<file path="config.mk">
export PLATFORM = sky130hd
export DESIGN_NAME = duty_ramp
export DESIGN_NICKNAME = d
export VERILOG_FILES = /design/src/rtl/duty_ramp.sv
export SDC_FILE = /design/constraint.sdc
export NUM_CORES = 1
export LEC_CHECK = 0
export ABC_AREA = 1
export ABC_CLOCK_PERIOD_IN_PS = 5350
export CORE_ASPECT_RATIO = 1.2
export CORE_MARGIN = 5
export CORE_UTILIZATION = 63
export CTS_CLUSTER_SIZE = 24
export DETAILED_ROUTE_END_ITERATION = 8
export GPL_ROUTABILITY_DRIVEN = 0
export PLACE_DENSITY = 0.9
export SLEW_MARGIN = 20
export SYNTH_ARGS = -nofsm -noshare
export SYNTH_HDL_FRONTEND = slang
export SYNTH_SLANG_ARGS = --single-unit
export TNS_END_PERCENT = 5
</file>
<file path="constraint.sdc">
create_clock -name clk -period 5.35 [get_ports clk]
set_input_delay 1.605 -clock clk [delete_from_list [all_inputs] [get_ports clk]]
set_output_delay 1.605 -clock clk [all_outputs]
set_load 0.01 [all_outputs]
</file>
<file path="src/rtl/duty_ramp.sv">
// duty_ramp: ramps an 8-bit PWM duty value toward a requested target by a
// programmable step. The duty only changes at PWM period boundaries, which
// keeps the downstream PWM generator glitch-free.
//
// Optional feature: define DUTY_RAMP_DONE_PULSE_EN to add the 'done' output.
// 'done' pulses for one cycle when a ramp reaches its target. It also pulses
// after accepting a target that equals the current duty.
//
// state       | meaning
// ------------+-----------------------------------------------------------
// S_IDLE      | no ramp in progress; a new target can be accepted
// S_RAMP_UP   | duty rises by r_step at each non-held boundary, clamped at target
// S_RAMP_DOWN | duty falls by r_step at each non-held boundary, clamped at target
module duty_ramp #(
    parameter int INIT_DUTY = 0,
    parameter int STEP_W    = 4
) (
    input  logic              clk,
    input  logic              reset_n,
    input  logic              target_valid,
    output logic              target_ready,
    input  logic [7:0]        target_duty,
    input  logic [STEP_W-1:0] step,
    input  logic              hold,
    output logic [7:0]        duty_cycle,
    output logic              period_start,
    output logic              busy
`ifdef DUTY_RAMP_DONE_PULSE_EN
    ,
    output logic              done
`endif
);

    typedef enum logic [1:0] {
        S_IDLE      = 2'd0,
        S_RAMP_UP   = 2'd1,
        S_RAMP_DOWN = 2'd2
    } state_t;

    localparam logic [7:0] INIT_VAL = 8'(INIT_DUTY);

    state_t            r_state;
    logic [7:0]        r_cnt;
    logic [7:0]        r_duty;
    logic [7:0]        r_target;
    logic [STEP_W-1:0] r_step;

    logic              w_tick;
    logic [STEP_W-1:0] w_step_in;
    logic [8:0]        w_step9;
    logic [8:0]        w_up;
    logic [8:0]        w_dn;
    logic              w_up_hit;
    logic              w_dn_hit;

    // A boundary is the edge where the period counter wraps 255 -> 0.
    // Hold masks boundaries so ramp progress freezes while the counter runs.
    assign w_tick    = (r_cnt == 8'hFF) & ~hold;
    assign w_step_in = (step == '0) ? STEP_W'(1) : step;
    assign w_step9   = 9'(r_step);

    // Nine-bit arithmetic: the carry/borrow bit flags overshoot past 255 / 0.
    assign w_up      = {1'b0, r_duty} + w_step9;
    assign w_dn      = {1'b0, r_duty} - w_step9;
    assign w_up_hit  = (w_up >= {1'b0, r_target});
    assign w_dn_hit  = w_dn[8] | (w_dn[7:0] <= r_target);

    assign target_ready = (r_state == S_IDLE);
    assign busy         = (r_state != S_IDLE);
    assign period_start = (r_cnt == 8'd0);
    assign duty_cycle   = r_duty;

    // Free-running PWM period counter.
    // It is aligned with a downstream counter released from reset on the same edge.
    always_ff @(posedge clk or negedge reset_n) begin
        if (!reset_n) begin
            r_cnt <= 8'd0;
        end else begin
            r_cnt <= r_cnt + 8'd1;
        end
    end

    // Ramp FSM: accept targets in idle, step the duty at boundaries otherwise.
    // An acceptance coincident with a boundary only changes state here, so the
    // first duty step lands on the following boundary.
    always_ff @(posedge clk or negedge reset_n) begin
        if (!reset_n) begin
            r_state  <= S_IDLE;
            r_duty   <= INIT_VAL;
            r_target <= INIT_VAL;
            r_step   <= STEP_W'(1);
        end else begin
            case (r_state)
                S_IDLE: begin
                    if (target_valid) begin
                        r_target <= target_duty;
                        r_step   <= w_step_in;
                        if (target_duty > r_duty) begin
                            r_state <= S_RAMP_UP;
                        end else if (target_duty < r_duty) begin
                            r_state <= S_RAMP_DOWN;
                        end
                    end
                end
                S_RAMP_UP: begin
                    if (w_tick) begin
                        if (w_up_hit) begin
                            r_duty  <= r_target;
                            r_state <= S_IDLE;
                        end else begin
                            r_duty <= w_up[7:0];
                        end
                    end
                end
                S_RAMP_DOWN: begin
                    if (w_tick) begin
                        if (w_dn_hit) begin
                            r_duty  <= r_target;
                            r_state <= S_IDLE;
                        end else begin
                            r_duty <= w_dn[7:0];
                        end
                    end
                end
                default: begin
                    r_state <= S_IDLE;
                end
            endcase
        end
    end

`ifdef DUTY_RAMP_DONE_PULSE_EN
    logic r_done;
    logic w_accept_eq;
    logic w_reach;

    assign w_accept_eq = (r_state == S_IDLE) & target_valid & (target_duty == r_duty);
    assign w_reach     = w_tick & (((r_state == S_RAMP_UP) & w_up_hit) |
                                   ((r_state == S_RAMP_DOWN) & w_dn_hit));
    assign done        = r_done;

    // One-cycle completion pulse, registered alongside the final duty update.
    always_ff @(posedge clk or negedge reset_n) begin
        if (!reset_n) begin
            r_done <= 1'b0;
        end else begin
            r_done <= w_accept_eq | w_reach;
        end
    end
`endif

endmodule

</file>
## Word level (Yosys, flattened, before mapping)

Cells that the tools add are included.

| word-level totals | value |
|---|---|
| output and inout bits | 11 |
| register bits | 30 |

| operators by class | value |
|---|---|
| eq/ne operators | 9 |
| multiplexer cells | 14 |
| add/sub/neg operators | 3 |
| reductions and logical operators | 8 |
| bitwise logic cells | 3 |
| $lt $le $gt $ge | 4 |

Operators by type and width:

| kind | number |
|---|---|
| $mux 8 | 4 |
| $pmux 8 s2 | 1 |
| $mux 2 | 7 |
| $ne 2x2->1 const B | 5 |
| $add 8x4->9 | 1 |
| $ge 9x8->1 | 1 |
| $sub 8x4->9 | 1 |
| $add 8x1->8 const B | 1 |
| $eq 8x8->1 const B | 1 |
| $gt 8x8->1 | 1 |
| $le 8x8->1 | 1 |
| $logic_not 8->1 | 1 |
| $lt 8x8->1 | 1 |
| $pmux 2 s3 | 1 |
| $reduce_and 6->1 | 1 |
| $logic_not 4->1 | 1 |
| $mux 4 | 1 |
| $reduce_bool 2->1 | 2 |
| $ne 3x1->1 const B | 1 |
| $reduce_and 3->1 | 1 |
| $eq 2x1->1 const B | 1 |
| $eq 2x2->1 const B | 1 |
| $logic_not 2->1 | 1 |
| $reduce_and 2->1 | 1 |
| other kinds (3) | 3 |

## Logic depth before layout (Yosys ltp)

Gate-level depths: netlist (run 1).

| depth | value |
|---|---|
| depth in word-level cells | 6 |
| depth in mapped cells | 21 |
| mapped depth without buffers | 21 |

## Worst setup path after synthesis (run 1)

OpenSTA, ideal clock, no wires.

| path | value |
|---|---|
| kind | input to register |
| from | input port target_duty[1] |
| to | register r_state[0] |
| path buffers | 0 |
| setup slack | 2.614 ns |
| arrival time | 2.659 ns |
| stages | 10 |
| cells stage by stage | ha_1 > inv_1 > nor2_1 > o21ai_0 > nand2_1 > nand2_1 > nand2_1 > o21ai_0 > or2_2 > o21ai_1 |

| on the way | value |
|---|---|
| longest elaborated chain between the ends | 4 |

RTL lines:

| element | RTL line | RTL |
|---|---|---|
| from (decl) | 22 | `input logic [7:0] target_duty,` |
| $gt 8x8->1 | 98 | `if (target_duty > r_duty) begin` |
| $mux 2 | 98 |  |
| $mux 2 | 95 | `if (target_valid) begin` |
| $pmux 2 s3 | 93 | `case (r_state)` |
| to (signal assigned) | 99 | `r_state <= S_RAMP_UP;` |
| to (signal assigned) | 101 | `r_state <= S_RAMP_DOWN;` |
| to (signal assigned) | 109 | `r_state <= S_IDLE;` |
| to (decl) | 42 | `state_t r_state;` |

Several ways; a longest one is shown, not always the timed one. The select of a mux whose other input is x is not followed.
A chain may end at the register's enable or synchronous reset.

## Final worst setup path (run 1)

| path | value |
|---|---|
| from | register r_cnt[0] |
| to | output port period_start |

| on the way | value |
|---|---|
| longest elaborated chain between the ends | 1 |

RTL lines:

| element | RTL line | RTL |
|---|---|---|
| from (decl) | 43 | `logic [7:0] r_cnt;` |
| from (signal assigned) | 79 | `r_cnt <= r_cnt + 8'd1;` |
| $logic_not 8->1 | 70 | `assign period_start = (r_cnt == 8'd0);` |
| to (decl) | 26 | `output logic period_start,` |

Every way passes these cells.

==> summary.txt, run 1 <==
Outcome -> finished clean
Synth Instances -> 397
Final-layout fill cell count -> 354
Area contributors post-synth -> sky130_fd_sc_hd__dfrtp_1 (26%), sky130_fd_sc_hd__ha_1 (15%), sky130_fd_sc_hd__nand2_1 (13%), sky130_fd_sc_hd__inv_1 (9.7%), sky130_fd_sc_hd__nand3_1 (6.6%)
Post-CTS setup buffer count -> 0
Clock transition at the registers of the reported paths -> 0.06 ns
Dpl ws -> 1.93 ns
CTS sink count -> 30
Pin count of the biggest net entering global routing -> 31
Post-synthesis cell type with the largest combined area -> sky130_fd_sc_hd__dfrtp_1
Vias per cell -> 5.60
Area share of the leading cell type in the synthesized netlist -> 0.259
Kind of critical path -> reg -> out
Critical path peak fanout -> 3
Global-route congestion overflow total -> 0
Skew-Pair Late Insertion Delay -> 0.28 ns
Share of flip-flops with an asynchronous set or reset after synthesis -> 1.00
EDFF count, synth -> 0
Starting DRT DRC Count -> 225
Row count -> 26
Capturing element type of the critical path -> output pin
Number of placed instances, taps included -> 474
H-tree level count -> 2
Number of maximum-capacitance violations -> 0
Static leakage -> 1.79 nW
Crit path time final -> 3.43 ns
Syn avg cell area -> 7.05 um^2
Design Power -> 0.00119 W
Arrival @ worst endpoint -> 1.82 ns
Fraction of the cycle the final worst path needs -> 0.641
Clock root cell -> sky130_fd_sc_hd__clkbuf_8
Final worst slack -> 1.92 ns
Wirelength, routed -> 6860 um
Most frequently used cell type in the post-synthesis netlist -> sky130_fd_sc_hd__nand2_1
All-layer global routing usage -> 0.241
Most common flop cell mapped by yosys -> sky130_fd_sc_hd__dfrtp_1
Max frequency -> 292 MHz
Die height -> 83 um
CORE AREA -> 4290 um^2
Final-layout setup total negative slack -> 0 ns
Placed wire-length estimate after detailed placement -> 5360 um
Unrepaired setup endpoints after global routing -> false
Hold_ws -> 0.506 ns
Number of top-level pins -> 27
Setup skew after layout -> 0.00245 ns
Syn Std Cell Area -> 2800 um^2
Post-route insts no fill -> 482
Yosys warning total -> 0
Inserted Clock Buffers -> 5
Measured slew at the worst slew-check pin -> 0.783 ns
Initial Utilization -> 0.652
Class of the tightest hold or removal check -> reg -> reg
Worst VDD drop -> 303 uV
Relative max-transition margin -> 0.476
Antenna cell count -> 0
Layout cells sized above 1 -> 0.0704
Seq/Total Area, Yosys -> 0.269
Number of detailed-route iterations in the first pass -> 4
Post-route antenna net violation count -> 0
Data required time of the critical path -> 3.74 ns
Die area -> 5880 um^2
Die width -> 70.8 um
Hold bufs inserted after CTS -> 0
Flops & latches, synth -> 30
Maximum clock insertion buffer count -> 2
Count of cells resized by post-cts repair -> 0
Fin. max-slew vios -> 0
DRC viols -> 0
Net count of the mapped netlist -> 449
Power density over cell area -> 376 nW/um^2
Total vias in the final route -> 2701
Unique cell type count in the Yosys netlist -> 35
Layout-stage area growth over the synthesis result -> 13.5%
Number of hold violations in the final report -> 0
Via count of the first global-routing pass -> 2661
Kind of start point of the critical path -> flip-flop
CTS tree -> yes
Setup Viol. Count Final -> 0
Final net count -> 477
Buffers added on ports -> 26
Top cells by count, synth -> sky130_fd_sc_hd__nand2_1 (94), sky130_fd_sc_hd__inv_1 (72), sky130_fd_sc_hd__nor2_1 (39), sky130_fd_sc_hd__nand3_1 (37), sky130_fd_sc_hd__ha_1 (34)
Number of antenna violations at the first check in global routing -> 0
Global-route wire length before repair -> 11700 um
Routed wirelength normalized by instance count -> 14.2 um
worst max-delay path, cell delays in order (launching register included):
cell                              delay (ns)
sky130_fd_sc_hd__dfrtp_1                0.40
sky130_fd_sc_hd__inv_1                  0.12
sky130_fd_sc_hd__ha_1                   0.16
sky130_fd_sc_hd__nand4_1                0.09
sky130_fd_sc_hd__nor4_1                 0.19
sky130_fd_sc_hd__clkdlybuf4s50_1        0.59
flip-flops by register name (all words and copies together), names as in the netlist:
signal and flops:
r_step 4, r_target 8, r_cnt 8, duty_cycle 8, r_state 2
power breakdown:
group | total (W) | switching (W) | internal (W)
clock network | 0.000174 | 0.0000818 | 0.0000922
registers | 0.000313 | 0.0000322 | 0.000281
logic | 0.000706 | 0.000454 | 0.000251
layer usage:
metal,global-route usage,up-vias,wire [um]
li1,-,1322,-
met1,0.294,1273,2840
met2,0.417,88,3570
met3,0.0326,18,288
met4,0.108,0,165
met5,0,-,0
final timing paths:
kind                                start             to  slack (ns)  depth (start not counted)
worst min register to register   r_cnt[5]       r_cnt[5]        0.51                          1
max in group asynchronous         reset_n      r_step[0]        3.33                          2
worst min-delay path             r_cnt[5]       r_cnt[5]        0.51                          1
worst max register to register  r_step[0]  duty_cycle[5]        2.17                         18
min in group asynchronous         reset_n       r_cnt[0]        1.71                          2
worst max-delay path             r_cnt[0]   period_start        1.92                          5
layout make-up:
class / count / area (um^2) / share of cell area
multi-input cells: 288 / 1730 / 0.545
flip-flops and latches: 30 / 752 / 0.237
inverters: 73 / 274 / 0.0863
repair buffers: 27 / 268 / 0.0844
clock buffers: 8 / 80.1 / 0.0252
well taps: 56 / 70.1 / 0.0221
stage by stage:
stage          utilization  area [um^2]
2_1_floorplan            -         2800
3_3_place_gp         0.721         3090
3_5_place_dp         0.721         3090
4_1_cts              0.739         3170
5_1_grt              0.739         3170
6_report             0.739         3170
layout by cell type, fill, tap and decap left out, types with 9 or more instances in the layout:
master	n
sky130_fd_sc_hd__a21oi_1	23
sky130_fd_sc_hd__clkdlybuf4s50_1	26
sky130_fd_sc_hd__dfrtp_1	29
sky130_fd_sc_hd__ha_1	34
sky130_fd_sc_hd__inv_1	72
sky130_fd_sc_hd__nand2_1	94
sky130_fd_sc_hd__nand3_1	37
sky130_fd_sc_hd__nand4_1	11
sky130_fd_sc_hd__nor2_1	39
sky130_fd_sc_hd__xor2_1	9
logic make-up after synthesis:
family | count (synthesis) | share of synthesized area
AND/OR/NAND/NOR | 203 | 0.338
buffers and inverters | 79 | 0.113
AO/OA/AOI/OAI | 38 | 0.0796
adder cells (fa/ha/maj) | 36 | 0.166
flip-flops | 30 | 0.269
XOR/XNOR | 11 | 0.0344
No activity file was read; power rests on OpenSTA's default activity.
==> inputs of run 2 (changes only) <==
- ABC_CLOCK_PERIOD_IN_PS: 5350 -> 3200
- CORE_UTILIZATION: 63 -> 58
- PLACE_DENSITY: 0.9 -> 0.84
- clock period: 5.35 -> 3.2 ns (I/O delays scaled with it)
==> run 2 against run 1 <==
  * Routed wire length is 2.5% higher
  * Via count is 0.19% lower
  * Cell count is 1.0% higher
  * Sequential share of layout area is 0.62 points lower
  * Core utilization is 3.5 points lower
  * Non-clock buffer count is 3 higher
  * Clock-buffer cell count is 3 lower
  * Die area is 7.5% higher
==> summary.txt, run 2 (same netlist as run 1, synthesis figures left out) <==
Data required time of the critical path -> 3.42 ns
Buffers added on ports -> 26
Global-route congestion overflow total -> 0
Setup Viol. Count Final -> 0
Via count of the first global-routing pass -> 2648
Critical path peak fanout -> 10
H-tree level count -> 2
Kind of start point of the critical path -> flip-flop
Inserted Clock Buffers -> 5
Destination of the worst register-to-register timing path -> duty_cycle[2]
Worst flop-to-flop path startpoint -> duty_cycle[0]
Hold_ws -> 0.462 ns
Antenna cell count -> 0
Count of cells resized by post-cts repair -> 0
Max frequency -> 340 MHz
Capturing element type of the critical path -> flip-flop
Routed wirelength normalized by instance count -> 14.4 um
Power density over cell area -> 671 nW/um^2
Worst Hold Path EP -> r_cnt[0]
Measured slew at the worst slew-check pin -> 0.737 ns
Starting DRT DRC Count -> 197
Most frequent standard cell in the layout excluding fill and tap cells -> sky130_fd_sc_hd__nand2_1
Final-layout fill cell count -> 369
DRC viols -> 0
Fraction of the cycle the final worst path needs -> 0.918
Initial Utilization -> 0.604
Vias per cell -> 5.54
Clock transition at the registers of the reported paths -> 0.07 ns
Die height -> 86.1 um
Number of placed instances, taps included -> 479
Fin. max-slew vios -> 0
Skew-Pair Late Insertion Delay -> 0.29 ns
CTS tree -> yes
Wirelength, routed -> 7030 um
Clock root cell -> sky130_fd_sc_hd__clkbuf_8
Setup skew after layout -> 0.00686 ns
Post-route insts no fill -> 487
Core utilization of the finished layout -> 0.704
Post-CTS setup buffer count -> 0
Arrival @ worst endpoint -> 3.15 ns
Highest-count cells in the layout ignoring fill and taps -> sky130_fd_sc_hd__nand2_1 (93), sky130_fd_sc_hd__inv_1 (72), sky130_fd_sc_hd__nor2_1 (37)
Outcome -> finished clean
Cells on Worst Hold Path -> 1
Row count -> 27
Final net count -> 480
Kind of critical path -> reg -> reg
Die width -> 73.4 um
Flop2flop setup slack -> 0.26 ns
Layout cells sized above 1 -> 0.0932
Placed wire-length estimate after detailed placement -> 5450 um
Global-route wire length before repair -> 11800 um
Number of top-level pins -> 27
CTS sink count -> 30
Origin of the worst min-delay path -> r_cnt[0]
Pin count of the biggest net entering global routing -> 31
Worst VDD drop -> 448 uV
Hold bufs inserted after CTS -> 0
Number of maximum-capacitance violations -> 0
Maximum clock insertion buffer count -> 2
CORE AREA -> 4630 um^2
Relative max-transition margin -> 0.507
Crit path time final -> 2.94 ns
Critical path startpoint -> duty_cycle[0]
All-layer global routing usage -> 0.234
Design Power -> 0.00219 W
Number of hold violations in the final report -> 0
Post-route antenna net violation count -> 0
Die area -> 6320 um^2
Layout-stage area growth over the synthesis result -> 16.5%
Class of the tightest hold or removal check -> reg -> reg
Total vias in the final route -> 2696
Cell count of the worst reg-to-reg path -> 15
Number of antenna violations at the first check in global routing -> 0
Number of detailed-route iterations in the first pass -> 5
Static leakage -> 1.82 nW
-- run 2: layer usage --
metal | GRT usage | up-vias | routed length [um]
met4 | 0.0840 | 0 | 152
met2 | 0.413 | 126 | 3580
li1 | - | 1324 | -
met1 | 0.289 | 1231 | 2810
met3 | 0.0270 | 15 | 492
met5 | 0 | - | 0
-- run 2: critical path, cell delays in order (launching register included) --
cell and delay, ns:
sky130_fd_sc_hd__dfrtp_1 0.44, sky130_fd_sc_hd__ha_1 0.25, sky130_fd_sc_hd__fa_1 0.40, sky130_fd_sc_hd__nand3_1 0.11, sky130_fd_sc_hd__nand2_2 0.09, sky130_fd_sc_hd__nand2_4 0.09, sky130_fd_sc_hd__xor2_1 0.21, sky130_fd_sc_hd__inv_1 0.07
sky130_fd_sc_hd__ha_1 0.29, sky130_fd_sc_hd__a21oi_1 0.17, sky130_fd_sc_hd__nand2_1 0.10, sky130_fd_sc_hd__nand2_2 0.19, sky130_fd_sc_hd__nand2_4 0.13, sky130_fd_sc_hd__nand2_1 0.08, sky130_fd_sc_hd__nand3_1 0.08, sky130_fd_sc_hd__a21oi_2 0.15
-- run 2: how the worst max path moves through the flow --
stage | slack, ns | cells after the start | endpoint
6_report | 0.26 | 15 | duty_cycle[2]
5_1_grt | -0.02 | 18 | duty_cycle[5]
4_1_cts | 0.1 | 18 | duty_cycle[5]
3_5_place_dp | 0.13 | 18 | duty_cycle[1]
3_3_place_gp | 0.15 | 17 | duty_cycle[7]
2_1_floorplan | 0.49 | 17 | duty_cycle[5]
-- run 2: metrics by stage --
stage	setup TNS (ns)	setup slack [ns]	instance area [um^2]
finish	0	0.263	3260
global route	-0.0228	-0.0228	3260
global placement	0	0.147	3120
detailed placement	0	0.134	3120
floorplan	0	0.491	2800
CTS	0	0.0984	3230
-- run 2: final cells by class --
type | instances | area (um^2) | share of cell area
repair buffers | 30 | 290 | 0.0891
multi-input cells | 288 | 1760 | 0.540
clock buffers | 5 | 68.8 | 0.0211
well taps | 58 | 72.6 | 0.0223
inverters | 73 | 274 | 0.0841
clock inverters | 3 | 40.0 | 0.0123
flip-flops and latches | 30 | 752 | 0.231
-- run 2: where the power goes --
part           total (W)  internal, W  leakage, nW  switching, W
logic            0.00129     0.000452         1.40      0.000834
clock network   0.000380     0.000229       0.0579      0.000151
registers       0.000520     0.000469        0.369     0.0000508
total            0.00219      0.00115         1.82       0.00104
==> inputs of run 3 (changes only) <==
- CORE_UTILIZATION: 58 -> 50
- PLACE_DENSITY: 0.84 -> 0.74
- REMOVE_ABC_BUFFERS: unset -> 1
==> run 3 against run 2 <==
  * Clock skew fell by 0.0035 ns
  * First-iteration DRC count rose by 18%
  * Total power is 5.0% lower
  * Maximum frequency fell by 2.2%
  * Worst setup slack lost 0.066 ns
  * Highest routed layer unchanged
  * Die area increased by 14%
  * Critical endpoint is now r_state[1]
  * Design area is 0.61% lower
  * Routed wire length decreased by 0.82%
  * Core utilization is 10 points lower
  * Register-to-register slack lost 0.07 ns
  * Combinational power fell by 4%
==> summary.txt, run 3 (same netlist as run 1, synthesis figures left out) <==
Number of detailed-route iterations in the first pass -> 5
Post-route standard cell area excluding fillers -> 3240 um^2
Vias per cell -> 5.29
Data required time of the critical path -> 3.36 ns
Power density over cell area -> 641 nW/um^2
Kind of critical path -> reg -> reg
Initial Utilization -> 0.521
Core utilization of the finished layout -> 0.603
Critical path startpoint -> r_step[2]
Inserted Clock Buffers -> 5
Wirelength, routed -> 6980 um
Worst flop-to-flop path startpoint -> r_step[2]
Layout-stage area growth over the synthesis result -> 15.8%
Kind of start point of the critical path -> flip-flop
CTS tree -> yes
Maximum clock insertion buffer count -> 2
Die area -> 7200 um^2
Area of placed instances -> 3120 um^2
Number of antenna violations at the first check in global routing -> 0
Design Power -> 0.00208 W
Outcome -> finished clean
Row count -> 29
Pin count of the biggest net entering global routing -> 31
Relative max-transition margin -> 0.508
DRC viols -> 0
Crit path time final -> 3.00 ns
CORE AREA -> 5370 um^2
Post-CTS setup buffer count -> 0
Sequential cell area -> 752 um^2
Measured slew at the worst slew-check pin -> 0.736 ns
Destination of the critical timing path -> r_state[1]
Global-route wire length before repair -> 11600 um
Post-route insts no fill -> 491
All-layer global routing usage -> 0.203
Number of placed instances, taps included -> 483
Layout cells sized above 1 -> 0.0886
Die height -> 91.9 um
Count of cells resized by post-cts repair -> 0
Origin of the worst min-delay path -> r_cnt[0]
Number of hold violations in the final report -> 0
Fin. max-slew vios -> 0
Routed wirelength normalized by instance count -> 14.2 um
Fraction of the cycle the final worst path needs -> 0.938
Skew-Pair Late Insertion Delay -> 0.28 ns
Setup skew after layout -> 0.00340 ns
Capturing element type of the critical path -> flip-flop
Most frequent standard cell in the layout excluding fill and tap cells -> sky130_fd_sc_hd__nand2_1
Die width -> 78.3 um
Starting DRT DRC Count -> 232
Multi-input combinational cell area -> 1750 um^2
H-tree level count -> 2
Clock root cell -> sky130_fd_sc_hd__clkbuf_8
Number of top-level pins -> 27
Final-layout fill cell count -> 525
Post-route antenna net violation count -> 0
Antenna cell count -> 0
Total vias in the final route -> 2597
CTS sink count -> 30
Static leakage -> 1.81 nW
Class of the tightest hold or removal check -> reg -> reg
Final-layout setup total negative slack -> 0 ns
Cell count of the worst reg-to-reg path -> 18
Unrepaired setup endpoints after global routing -> false
Clock transition at the registers of the reported paths -> 0.06 ns
Setup Viol. Count Final -> 0
Hold bufs inserted after CTS -> 0
Global-route congestion overflow total -> 0
Via count of the first global-routing pass -> 2519
Placed wire-length estimate after detailed placement -> 5580 um
Arrival @ worst endpoint -> 3.17 ns
Critical path peak fanout -> 8
Number of maximum-capacitance violations -> 0
Worst VDD drop -> 698 uV
Final net count -> 480
Max frequency -> 333 MHz
Flop2flop setup slack -> 0.20 ns
Destination of the worst register-to-register timing path -> r_state[1]
Buffers added on ports -> 26
Highest-count cells in the layout ignoring fill and taps -> sky130_fd_sc_hd__nand2_1 (93), sky130_fd_sc_hd__inv_1 (72), sky130_fd_sc_hd__nor2_1 (38)
-- run 3: layout make-up --
cell class / instances / share of cell area
Timing Repair Buffer: 30 / 0.0896
Inverter: 73 / 0.0846
Clock inverter: 1 / 0.00154
Clock buffer: 7 / 0.0267
Sequential cell: 30 / 0.232
Multi-Input combinational cell: 288 / 0.542
Tap cell: 62 / 0.0239
-- run 3: report_power, final --
group	internal, W	switching [W]
combinational	0.000443	0.000801
sequential	0.000469	0.0000499
clock	0.000173	0.000141
-- run 3: worst min path at each step --
stage / slack [ns] / endpoint / depth (start not counted)
after floorplan: 0.43 / r_cnt[0] / 1
after global placement: 0.45 / r_cnt[0] / 1
after detailed placement: 0.46 / r_cnt[0] / 1
after CTS: 0.47 / r_cnt[0] / 1
after global routing: 0.52 / r_cnt[0] / 1
final: 0.48 / r_cnt[0] / 1
-- run 3: metrics by stage --
step	worst slack [ns]	hold slack, ns
2_1_floorplan	0.471	0.430
3_3_place_gp	0.129	0.454
3_5_place_dp	0.0748	0.459
4_1_cts	0.0448	0.470
5_1_grt	0.00975	0.516
6_report	0.197	0.478
-- run 3: worst max-delay path: stages, from the launching register on --
cell and delay (ns):
sky130_fd_sc_hd__dfrtp_1 0.35, sky130_fd_sc_hd__inv_1 0.07, sky130_fd_sc_hd__ha_1 0.42, sky130_fd_sc_hd__nand3_1 0.15, sky130_fd_sc_hd__nand2_1 0.13, sky130_fd_sc_hd__nand2_1 0.08
sky130_fd_sc_hd__nand2_1 0.09, sky130_fd_sc_hd__xor2_1 0.27, sky130_fd_sc_hd__ha_1 0.31, sky130_fd_sc_hd__a21oi_1 0.16, sky130_fd_sc_hd__nor2_1 0.05, sky130_fd_sc_hd__nor2_1 0.17
sky130_fd_sc_hd__nand2_4 0.12, sky130_fd_sc_hd__nand4_1 0.13, sky130_fd_sc_hd__nand2_1 0.06, sky130_fd_sc_hd__inv_1 0.07, sky130_fd_sc_hd__nand3_2 0.11, sky130_fd_sc_hd__nand2_1 0.07
sky130_fd_sc_hd__o21ai_1 0.06
-- run 3: layer usage --
layer,part of all wire,track usage,wire [um],vias up
met1,0.44,0.257,3050,1191
met3,0.046,0.0265,322,12
met4,0.015,0.0700,108,0
li1,-,-,-,1325
met5,0,0,0,-
met2,0.50,0.355,3500,69
